**config.mk**
```make
export PLATFORM = sky130hd
export DESIGN_NAME = sev_seg_capture
export DESIGN_NICKNAME = d
export VERILOG_FILES = /design/src/rtl/sev_seg_capture.sv
export SDC_FILE = /design/constraint.sdc
export NUM_CORES = 1
export LEC_CHECK = 0
export ABC_AREA = 1
export ABC_CLOCK_PERIOD_IN_PS = 2600
export CELL_PAD_IN_SITES_DETAIL_PLACEMENT = 0
export CELL_PAD_IN_SITES_GLOBAL_PLACEMENT = 1
export CORE_ASPECT_RATIO = 1.2
export CORE_MARGIN = 8
export CORE_UTILIZATION = 38
export CTS_CLUSTER_DIAMETER = 50
export CTS_CLUSTER_SIZE = 25
export DETAILED_ROUTE_END_ITERATION = 8
export GPL_ROUTABILITY_DRIVEN = 1
export HOLD_SLACK_MARGIN = 0.12
export PLACE_DENSITY = 0.88
export SLEW_MARGIN = 20
export SYNTH_ARGS = -nofsm -noshare
export SYNTH_HDL_FRONTEND = slang
export SYNTH_SLANG_ARGS = --single-unit
```
**constraint.sdc**
```tcl
create_clock -name clk -period 2.6 [get_ports clk]
set_clock_uncertainty 0.15 [all_clocks]
set_input_delay 0.39 -clock clk [delete_from_list [all_inputs] [get_ports clk]]
set_output_delay 0.39 -clock clk [all_outputs]
set_load 0.01 [all_outputs]
```
**src/rtl/sev_seg_capture.sv**
```systemverilog
// sev_seg_capture: receiver for a multiplexed active-low seven-segment bus; define SEV_SEG_TIMEOUT_EN for a stalled-display timeout
module sev_seg_capture #(
  parameter int STABLE_CYCLES = 4,
  parameter int NUM_DIGITS = 8
`ifdef SEV_SEG_TIMEOUT_EN
  , parameter int TIMEOUT_CYCLES = 1_000_000
`endif
) (
  input  logic                    clk,
  input  logic                    reset,
  input  logic [6:0]              seg,
  input  logic [NUM_DIGITS-1:0]   an,
  output logic [4*NUM_DIGITS-1:0] digits,
  output logic [NUM_DIGITS-1:0]   digit_valid,
  output logic                    frame_done,
  output logic                    bad_pattern,
  output logic                    multi_an,
  output logic [7:0]              err_count
);
  localparam int CW = $clog2(STABLE_CYCLES + 1);
  typedef enum logic [1:0] {IDLE, TRACK, LOCKED} state_t;
  state_t state_q;
  logic [6:0] s_seg_q, p_seg_q;
  logic [NUM_DIGITS-1:0] s_an_q, p_an_q, seen_q, low, sel, seen_d, valid_d;
  logic [CW-1:0] cnt_q, cnt_d;
  logic [4*NUM_DIGITS-1:0] digits_d;
  logic an_chg, chg, eval, none, one, hit, blank, multi_d, bad_d, to_hit;
  logic [3:0] val;
  function automatic logic [4:0] decode(input logic [6:0] p);
    case (p)
      7'h40: decode = 5'h10;
      7'h79: decode = 5'h11;
      7'h24: decode = 5'h12;
      7'h30: decode = 5'h13;
      7'h19: decode = 5'h14;
      7'h12: decode = 5'h15;
      7'h02: decode = 5'h16;
      7'h78: decode = 5'h17;
      7'h00: decode = 5'h18;
      7'h10: decode = 5'h19;
      7'h08: decode = 5'h1A;
      7'h03: decode = 5'h1B;
      7'h46: decode = 5'h1C;
      7'h21: decode = 5'h1D;
      7'h06: decode = 5'h1E;
      7'h0E: decode = 5'h1F;
      default: decode = 5'h00;
    endcase
  endfunction
  // stability tracking and evaluation of a sample that has stayed put long enough
  always_comb begin
    an_chg = s_an_q != p_an_q;
    chg = an_chg || s_seg_q != p_seg_q;
    cnt_d = chg ? CW'(1) : (cnt_q == CW'(STABLE_CYCLES) ? cnt_q : cnt_q + CW'(1));
    eval = state_q == TRACK && !chg && cnt_d == CW'(STABLE_CYCLES);
    low = ~s_an_q;
    none = low == '0;
    one = !none && (low & (low - NUM_DIGITS'(1))) == '0;
    {hit, val} = decode(s_seg_q);
    blank = s_seg_q == 7'h7F;
    sel = eval && one && (hit || blank) ? low : '0;
    multi_d = eval && !none && !one;
    bad_d = eval && one && !hit && !blank;
    seen_d = (&seen_q ? '0 : seen_q) | sel;
    valid_d = hit ? digit_valid | sel : digit_valid & ~sel;
    digits_d = digits;
    for (int i = 0; i < NUM_DIGITS; i++)
      if (sel[i] && hit) digits_d[4*i +: 4] = val;
  end
`ifdef SEV_SEG_TIMEOUT_EN
  localparam int TW = $clog2(TIMEOUT_CYCLES + 1);
  logic [TW-1:0] idle_q;
  assign to_hit = sel == '0 && idle_q == TW'(TIMEOUT_CYCLES - 1);
  // cycles since the last commit; expiry means the display has stalled
  always_ff @(posedge clk)
    idle_q <= reset || sel != '0 || to_hit ? '0 : idle_q + TW'(1);
`else
  assign to_hit = 1'b0;
`endif
  // input sampling, scan FSM and registered outputs
  always_ff @(posedge clk) begin
    if (reset) begin
      s_seg_q <= '1;
      s_an_q <= '1;
      p_seg_q <= '1;
      p_an_q <= '1;
      cnt_q <= '0;
      state_q <= IDLE;
      digits <= '0;
      digit_valid <= '0;
      seen_q <= '0;
      frame_done <= 1'b0;
      bad_pattern <= 1'b0;
      multi_an <= 1'b0;
      err_count <= '0;
    end else begin
      s_seg_q <= seg;
      s_an_q <= an;
      p_seg_q <= s_seg_q;
      p_an_q <= s_an_q;
      cnt_q <= cnt_d;
      state_q <= to_hit ? IDLE :
                 state_q == IDLE ? (an_chg ? TRACK : IDLE) :
                 state_q == TRACK ? (eval ? LOCKED : TRACK) :
                 (chg ? TRACK : LOCKED);
      digits <= digits_d;
      digit_valid <= to_hit ? '0 : valid_d;
      seen_q <= to_hit ? '0 : seen_d;
      frame_done <= &seen_q;
      bad_pattern <= bad_d;
      multi_an <= multi_d;
      err_count <= (bad_d || multi_d) && err_count != 8'hFF ? err_count + 8'd1 : err_count;
    end
  end
endmodule

```
**Word level (Yosys, flattened, before mapping)**

Cells that the tools add are included.

- Logic and storage cells: 93
- Input bits: 17
- Register bits after elaboration: 94
- Output and inout bits: 51

- Reductions and logical operators: 31
- Equal/unequal tests: 22
- Bitwise gates (word level): 6
- Add/sub/neg operators: 3
- Muxes and demuxes: 11

Operators by type and width:

| operator | count |
|---|---|
| 5-bit one-hot mux with 16 select lines | 1 |
| 7-bit equality test, second input constant | 5 |
| 8-bit 2-to-1 mux | 3 |
| 7-bit by 5-bit equality test with 1-bit output, second input constant | 3 |
| 7-bit by 6-bit equality test with 1-bit output, second input constant | 3 |
| 1-bit logical AND | 18 |
| 8-bit AND | 2 |
| 8-bit zero test | 2 |
| 8-bit NOT | 2 |
| 8-bit OR | 2 |
| 7-bit by 2-bit equality test with 1-bit output, second input constant | 2 |
| 7-bit by 4-bit equality test with 1-bit output, second input constant | 2 |
| 8-bit by 1-bit adder with 8-bit output, second input constant | 1 |
| 2-bit 2-to-1 mux | 4 |
| 8-bit != test | 1 |
| 8-bit != test, second input constant | 1 |
| 8-bit AND reduction | 1 |
| 8-bit by 1-bit subtractor with 8-bit output, second input constant | 1 |
| 7-bit by 3-bit equality test with 1-bit output, second input constant | 1 |
| 7-bit zero test | 1 |
| 7-bit != test | 1 |
| 3-bit equality test, second input constant | 2 |
| 3-bit 2-to-1 mux | 2 |
| 1-bit zero test | 5 |
| 5 further kinds | 7 |

**Depth between registers and ports, before layout**

Gate-level depths: netlist of run 1.

- Depth after elaboration: 11
- Gate-level depth with buffers: 16
- Mapped depth without buffers: 15

**Worst setup path before layout of run 1**

OpenSTA, ideal clock, no wires.

- Path kind: reg-to-reg
- Start point: reg cnt_q[0]
- End point: reg digits[0]
- Setup slack: 0.589 ns
- Cell stages (with the launch flop): 13
- Arrival: 1.751 ns
- Path buffers: 0
- Cell sequence: dfxtp_1 inv_1 ha_1 inv_1 nand2_1 nor2_1 nand4_2 nor2_2 nand2_4 nor2_4 nand3_1 nand2_1 nor2_1

- Word-level cells in the longest chain between the ends: 9

Ends and longest elaborated chain:

| what | line | text |
|---|---|---|
| from (decl) | 25 | `logic [CW-1:0] cnt_q, cnt_d;` |
| from (signal assigned) | 101 | `cnt_q <= cnt_d;` |
| 3-bit by 1-bit adder with 3-bit output or 3-bit equality test (tied branches) | 54 | `cnt_d = chg ? CW'(1) : (cnt_q == CW'(STABLE_CYCLES) ? cnt_q : cnt_q + CW'(1));` |
| 3-bit 2-to-1 mux (*) (2 in series) | 54 |  |
| 3-bit equality test (*) | 55 | `eval = state_q == TRACK && !chg && cnt_d == CW'(STABLE_CYCLES);` |
| 1-bit logical AND (*) | 55 |  |
| 1-bit logical AND (*) (2 in series) | 61 | `sel = eval && one && (hit \|\| blank) ? low : '0;` |
| 8-bit 2-to-1 mux (*) | 61 |  |
| 1-bit logical AND (*) | 68 | `if (sel[i] && hit) digits_d[4*i +: 4] = val;` |
| to (signal assigned) | 106 | `digits <= digits_d;` |
| to (decl) | 13 | `output logic [4*NUM_DIGITS-1:0] digits,` |

Every way passes the cells marked *; elsewhere a longest branch is shown, timed or not.
A chain may end at the register's enable or synchronous reset.

**Worst setup path in the final report of run 1**

- Start point: reg s_seg_q[2]
- End point: reg err_count[0]

- Word-level cells in the longest chain between the ends: 10

Ends and longest elaborated chain:

| what | line | text |
|---|---|---|
| from (decl) | 23 | `logic [6:0] s_seg_q, p_seg_q;` |
| from (signal assigned) | 97 | `s_seg_q <= seg;` |
| 7-bit != test | 53 | `chg = an_chg \|\| s_seg_q != p_seg_q;` |
| 1-bit logical OR | 53 |  |
| 3-bit 2-to-1 mux or 1-bit zero test (tied branches) | 54, 55 |  |
| 3-bit equality test or 1-bit logical AND (tied branches) | 55 |  |
| 1-bit logical AND | 55 |  |
| 1-bit logical AND (3 in series) | 63 | `bad_d = eval && one && !hit && !blank;` |
| 1-bit logical OR (*) | 112 | `err_count <= (bad_d \|\| multi_d) && err_count != 8'hFF ? err_count + 8'd1 : err_count;` |
| 1-bit logical AND (*) | 112 |  |
| to (signal assigned) | 112 |  |
| to (decl) | 18 | `output logic [7:0] err_count` |

Marked as above.

==> results of run 1 <==
-- synth_stat cells, drive strengths merged (2+ instances only) --
cell type | count | area share [%]
a21oi | 26 | 3.0
buf | 7 | 0.87
clkbuf | 8 | 0.70
dfxtp | 94 | 44
ha | 3 | 0.87
inv | 114 | 9.9
nand2 | 202 | 19
nand3 | 45 | 5.5
nand4 | 10 | 1.6
nor2 | 76 | 8.3
nor3 | 11 | 1.3
nor4 | 2 | 0.29
o21ai | 7 | 0.90
or2 | 17 | 2.5
xor2 | 2 | 0.41
-- power by group --
| part | internal [mW] | total, mW | switching (mW) | leakage [nW] |
|---|---|---|---|---|
| logic | 0.0682 | 0.167 | 0.0985 | 1.69 |
| clock network | 0.670 | 1.20 | 0.534 | 0.135 |
| registers | 1.46 | 1.49 | 0.0270 | 0.765 |
| total | 2.20 | 2.86 | 0.659 | 2.59 |
-- cells by family after synthesis --
| logic type | count (synthesis) |
|---|---|
| xor+xnor | 3 |
| simple gates | 364 |
| compound gates | 37 |
| buf+inv | 129 |
| fa+ha+maj | 3 |
| flops | 94 |
-- critical path, delay by kind of cell, from the launching register on --
kind                   cells  cell delay, ps
AO/OA/AOI/OAI              1             170
flip-flops                 1             440
AND/OR/NAND/NOR           11            1360
buffers and inverters      1              90
-- worst min path at each step --
stage / from / to / slack (ps) / depth (start not counted)
6_report: digits[7] / digits[7] / 310 / 2
5_1_grt: flop / flop / 320 / 2
4_1_cts: digits[11] / digits[11] / 310 / 2
3_5_place_dp: flop / flop / 300 / 2
3_3_place_gp: flop / flop / 300 / 2
2_1_floorplan: seen_q[6] / seen_q[6] / 300 / 2
-- routing by layer --
layer  routed length, um  up-vias
met5                   0        -
met4                 102        0
met3                 543        7
met2                4790       85
met1                4470     1692
li1                    -     2044
-- final cells by class --
| type | count | share of cell area, % |
|---|---|---|
| timing repair buffer | 72 | 13.1 |
| inverter | 114 | 7.92 |
| clock buffer | 10 | 4.42 |
| clock inverter | 5 | 0.648 |
| tap | 132 | 3.06 |
| multi-input combinational | 407 | 36.0 |
| sequential | 94 | 34.8 |
-- sequential cells by signal (all words and copies together), names as in the netlist, named ones only --
name,count
s_an_q,8
p_seg_q,7
state_q,2
frame_done,1
multi_an,1
bad_pattern,1
s_seg_q,7
digits,32
err_count,8
cnt_q,3
seen_q,8
p_an_q,8
-- layout by cell type (no fill, tap or decap), drive strengths merged, types with 2 or more instances in the layout --
master and n:
buf 5, ha 3, inv 115, nand4 10, nor4 2, clkdlybuf4s50 67, nand3 45, nand2 202
a21oi 26, dfxtp 94, o21ai 7, clkinv 3, or2 17, clkbuf 10, xor2 2, nor2 76
nor3 11
-- through the flow --
stage	utilization (%)	cells	worst slack, ps	area [um^2]
6_report	49.0	834	271	5400
5_1_grt	49.0	834	33.1	5400
4_1_cts	48.9	834	267	5400
3_5_place_dp	46.4	819	280	5120
3_3_place_gp	46.4	819	326	5120
2_1_floorplan	-	630	589	4320
==> summary.txt, run 1 <==
Syn Inst Count -> 630
flop2flop setup slack -> 270 ps
Avg Cell Area, Syn -> 6.85 um^2
Filler Cells Inserted -> 1,143
M1 GR Usage -> 15.7%
synthesized flop and latch total -> 94
gr ovfl total -> 0
number of gates resized after CTS -> 0
maximum buffer depth of the clock tree -> 2
initial antenna violation count -> 0
WL per Instance -> 11.9 um
Crit. End Element -> flop
DRC viols -> 0
RR Endpoint -> err_count[0]
Via density -> 4.59
layout cells sized above 1 -> 9.83%
crit share post-route -> 89.6%
crit path launch type -> flop
port buffer count -> 67
critical path class -> flop to flop
DIE AREA -> 15,000 um^2
main combinational cell family by area after synthesis -> simple AND/OR/NAND/NOR gates
multi-input gate area in the final layout -> 1950 um^2
max_slew headroom -> 60.5%
RSZ-0062 raised after global routing -> false
worst reg2reg path depth -> 13
Worst-Skew Late Latency -> 340 ps
grt met2 use -> 23.2%
largest net degree at the start of global routing -> 48
First-pass DRT Iterations -> 4
Top Usage Layer GRT -> met2
Final Hold Fails -> 0
Tot Pwr -> 2.86 mW
ANT cells -> 0
Cell Pwr Density -> 530 nW/um^2
CP Data Required Time -> 2680 ps
crit path max fanout -> 14
setup TNS -> 0 ps
dominant synthesized flop cell -> dfxtp_1
Simple-Gate Fraction of Synth Area -> 38.8%
Critical Path Source -> s_seg_q[2]
adder-cell area share of the yosys netlist -> 0.869%
GPL Wtd Cong -> 0.847
vias in the first global route -> 3,691
global-route wire length before repair -> 16,800 um
Slew Limit Fails -> 0
post-CTS setup buffers -> 0
Yosys cell types -> 31
Root Buffer -> clkbuf_16
Rows -> 42
Final nets -> 718
Starting Density -> 39.1%
Core ar. -> 11,000 um^2
clk slew on worst S/H paths -> 70 ps
most used cell, CP -> nand2_1
Die W -> 113 um
CTS Buf Count -> 9
min-delay worst type -> flop to flop
Seq/Total Area, Yosys -> 43.6%
minimum clock period -> 2330 ps
DR vias -> 3,828
VDD IR max -> 0.266 mV
Arrival @ worst endpoint -> 2410 ps
# Max-Cap Violations -> 0
CTS Sinks -> 94
setup violators final -> 0
largest stage delay on the critical path -> 440 ps
Reg area -> 1880 um^2
outcome -> complete, no violations
mux cell area share after synthesis -> 0%
Yosys warnings -> 0
Worst R2R Start -> s_seg_q[2]
total track usage -> 13.5%
grt met3 use -> 3.46%
Post-synth EDFFs -> 0
LEAKAGE -> 2.59 nW
Post-Route WL -> 9900 um
Critical Path End -> err_count[0]
Hold WS -> 312 ps
Max H-tree Level -> 3
Syn Std Cell Area -> 4320 um^2
slowest CP cell -> dfxtp_1
Area growth syn-to-layout -> 25.1%
CP Cell Sequence -> inv_2 -> nand2_1 -> nand2_1 -> nor2_1 -> nand2_1 -> nor2_1 -> nand4_2 -> nor2_2 -> nand2_1 -> nand2_2 -> nand2_1 -> o21ai_0 -> nor2_1
Worst-Margin Slew -> 589 ps
Post-synth ARST share -> 0%
I/O pin total -> 68
XOR/XNOR share of the synthesized area -> 0.609%
hold_buf cts -> 0
Detailed Place HPWL -> 7410 um
CTS tree -> done
Max Clk Rate -> 429 MHz
Synth Area in Compound Gates -> 4.64%
DIE HEIGHT -> 133 um
Post-Syn Nets -> 650
DRT antenna net count -> 0
DRT iter0 DRCs -> 154
(Power assumes the default switching activity.)
==> inputs of run 2 (changes only) <==
RECOVER_POWER = 25   (was not set)
==> run 2 against run 1 <==
  * Final area about the same
  * Non-clock buffer count is the same
  * Critical path depth is the same
  * Count of clock-buffer cells in the layout unchanged
  * Die area unchanged
  * Routed wire length rose by 0.18%
  * Cell count did not move
  * Utilization barely moved
  * Largest cell class unchanged
  * Largest power group unchanged
==> summary.txt, run 2 (synthesis gave the netlist of run 1 again) <==
outcome -> complete, no violations (unchanged)
Via density -> 4.57 (was 4.59)
Worst-Skew Late Latency -> 340 ps (about the same)
Buf+Inv Stages, Crit Path -> 1 (unchanged)
CTS Sinks -> 94 (unchanged)
flop2flop setup slack -> 270 ps (about the same)
WL per Instance -> 11.9 um (about the same)
min-delay worst type -> flop to flop (unchanged)
RR Endpoint -> digits[31] (was err_count[0])
gr ovfl total -> 0 (unchanged)
slowest CP cell -> dfxtp_1 (unchanged)
CTS Buf Count -> 9 (unchanged)
Crit. End Element -> flop (unchanged)
family with the most delay on the worst path -> simple AND/OR/NAND/NOR gates (unchanged)
total track usage -> 13.5% (unchanged)
number of cells on the critical path -> 13 (unchanged)
CP Data Required Time -> 2630 ps (was 2680 ps)
port buffer count -> 67 (unchanged)
DRC viols -> 0 (unchanged)
LEAKAGE -> 2.60 nW (was 2.59 nW)
Area growth syn-to-layout -> 25.0% (was 25.1%)
number of gates resized after CTS -> 0 (unchanged)
DIE AREA -> 15,000 um^2 (unchanged)
ANT cells -> 0 (unchanged)
setup violators final -> 0 (unchanged)
critical path class -> flop to flop (unchanged)
CP Cell Sequence -> inv_2 -> nand2_1 -> nand2_1 -> nor2_1 -> nand2_1 -> nor2_1 -> nand4_2 -> nor2_2 -> nand2_4 -> nor2_4 -> nand2_4 -> nand2_1 -> a21oi_1 (was inv_2 -> nand2_1 -> nand2_1 -> nor2_1 -> nand2_1 -> nor2_1 -> nand4_2 -> nor2_2 -> nand2_1 -> nand2_2 -> nand2_1 -> o21ai_0 -> nor2_1)
maximum buffer depth of the clock tree -> 2 (unchanged)
Die W -> 113 um (unchanged)
Rows -> 42 (unchanged)
Critical Path End -> digits[31] (was err_count[0])
setup TNS -> 0 ps (unchanged)
Root Buffer -> clkbuf_16 (unchanged)
hold_buf cts -> 0 (unchanged)
Max Clk Rate -> 429 MHz (about the same)
Final nets -> 718 (unchanged)
minimum clock period -> 2330 ps (about the same)
max_slew headroom -> 33.4% (was 60.5%)
I/O pin total -> 68 (unchanged)
GPL Wtd Cong -> 0.847 (unchanged)
DRT iter0 DRCs -> 151 (was 154)
Max H-tree Level -> 3 (unchanged)
most used cell, CP -> nand2_1 (unchanged)
Hold WS -> 312 ps (about the same)
CTS tree -> done (unchanged)
Post-Route WL -> 9920 um (was 9900 um)
Worst R2R Start -> s_seg_q[2] (unchanged)
largest net degree at the start of global routing -> 48 (unchanged)
most common cell after layout, fill and taps aside -> nand2_1 (unchanged)
crit path launch type -> flop (unchanged)
Detailed Place HPWL -> 7410 um (unchanged)
VDD IR max -> 0.266 mV (about the same)
largest stage delay on the critical path -> 440 ps (about the same)
Cell Pwr Density -> 530 nW/um^2 (about the same)
DRT antenna net count -> 0 (unchanged)
crit share post-route -> 89.7% (was 89.6%)
# Max-Cap Violations -> 0 (unchanged)
Core ar. -> 11,000 um^2 (unchanged)
DIE HEIGHT -> 133 um (unchanged)
First-pass DRT Iterations -> 4 (unchanged)
commonest non-fill, non-tap cells in the layout -> 191 x nand2_1, 110 x inv_1, 94 x dfxtp_1 (unchanged)
DR vias -> 3,813 (was 3,828)
initial antenna violation count -> 0 (unchanged)
vias in the first global route -> 3,691 (unchanged)
number of flip-flops in the largest register -> 32 (unchanged)
Slew Limit Fails -> 0 (unchanged)
RSZ-0062 raised after global routing -> false (unchanged)
crit path max fanout -> 8 (was 14)
Starting Density -> 39.1% (unchanged)
Critical Path Source -> s_seg_q[2] (unchanged)
clk slew on worst S/H paths -> 70 ps (about the same)
Arrival @ worst endpoint -> 2370 ps (was 2410 ps)
post-CTS setup buffers -> 0 (unchanged)
Worst-Margin Slew -> 998 ps (was 589 ps)
global-route wire length before repair -> 16,800 um (unchanged)
layout cells sized above 1 -> 9.83% (unchanged)
worst reg2reg path depth -> 13 (unchanged)
Biggest register -> digits (unchanged)
Final Hold Fails -> 0 (unchanged)
==> run 2: stage by stage <==
step	cell area (um^2)	setup WS, ps	instances	power [mW]	util (%)
6_report	5400	267	834	2.86	48.9
5_1_grt	5400	31.3	834	3.00	48.9
4_1_cts	5400	267	834	2.90	48.9
3_5_place_dp	5120	280	819	1.69	46.4
3_3_place_gp	5120	326	819	1.69	46.4
2_1_floorplan	4320	589	630	1.63	-
==> run 2: how the worst min path moves through the flow <==
| stage | from | endpoint | slack [ps] | depth (start not counted) |
|---|---|---|---|---|
| 5_1_grt | flop | flop | 320 | 2 |
| 3_3_place_gp | flop | flop | 300 | 2 |
| 3_5_place_dp | flop | flop | 300 | 2 |
| 2_1_floorplan | seen_q[6] | seen_q[6] | 300 | 2 |
| 6_report | digits[7] | digits[7] | 310 | 2 |
| 4_1_cts | digits[11] | digits[11] | 310 | 2 |
==> run 2: where the power goes <==
group / total (mW) / switching [mW] / internal, mW
Clock: 1.20 / 0.531 / 0.670
Combinational: 0.166 / 0.0985 / 0.0676
Sequential: 1.49 / 0.0269 / 1.46
==> run 2: worst min-delay path: stages (launching register included) <==
cell	delay, ps
dfxtp_1	310
nand2_1	60
a21oi_1	50
==> run 2: cell type report <==
class | count | area, um^2
tap | 132 | 165
clock buffer | 10 | 239
timing repair buffer | 72 | 703
fill | 1145 | 5640
clock inverter | 5 | 35.0
inverter | 114 | 428
sequential | 94 | 1880
multi-input combinational | 407 | 1950
==> run 2: layer usage <==
metal | share of wire, % | global-route usage, % | vias to the layer above
li1 | - | - | 2044
met1 | 46 | 15.7 | 1690
met2 | 48 | 23.2 | 74
met3 | 5.0 | 3.46 | 5
met4 | 0.86 | 5.04 | 0
met5 | 0 | 0 | -
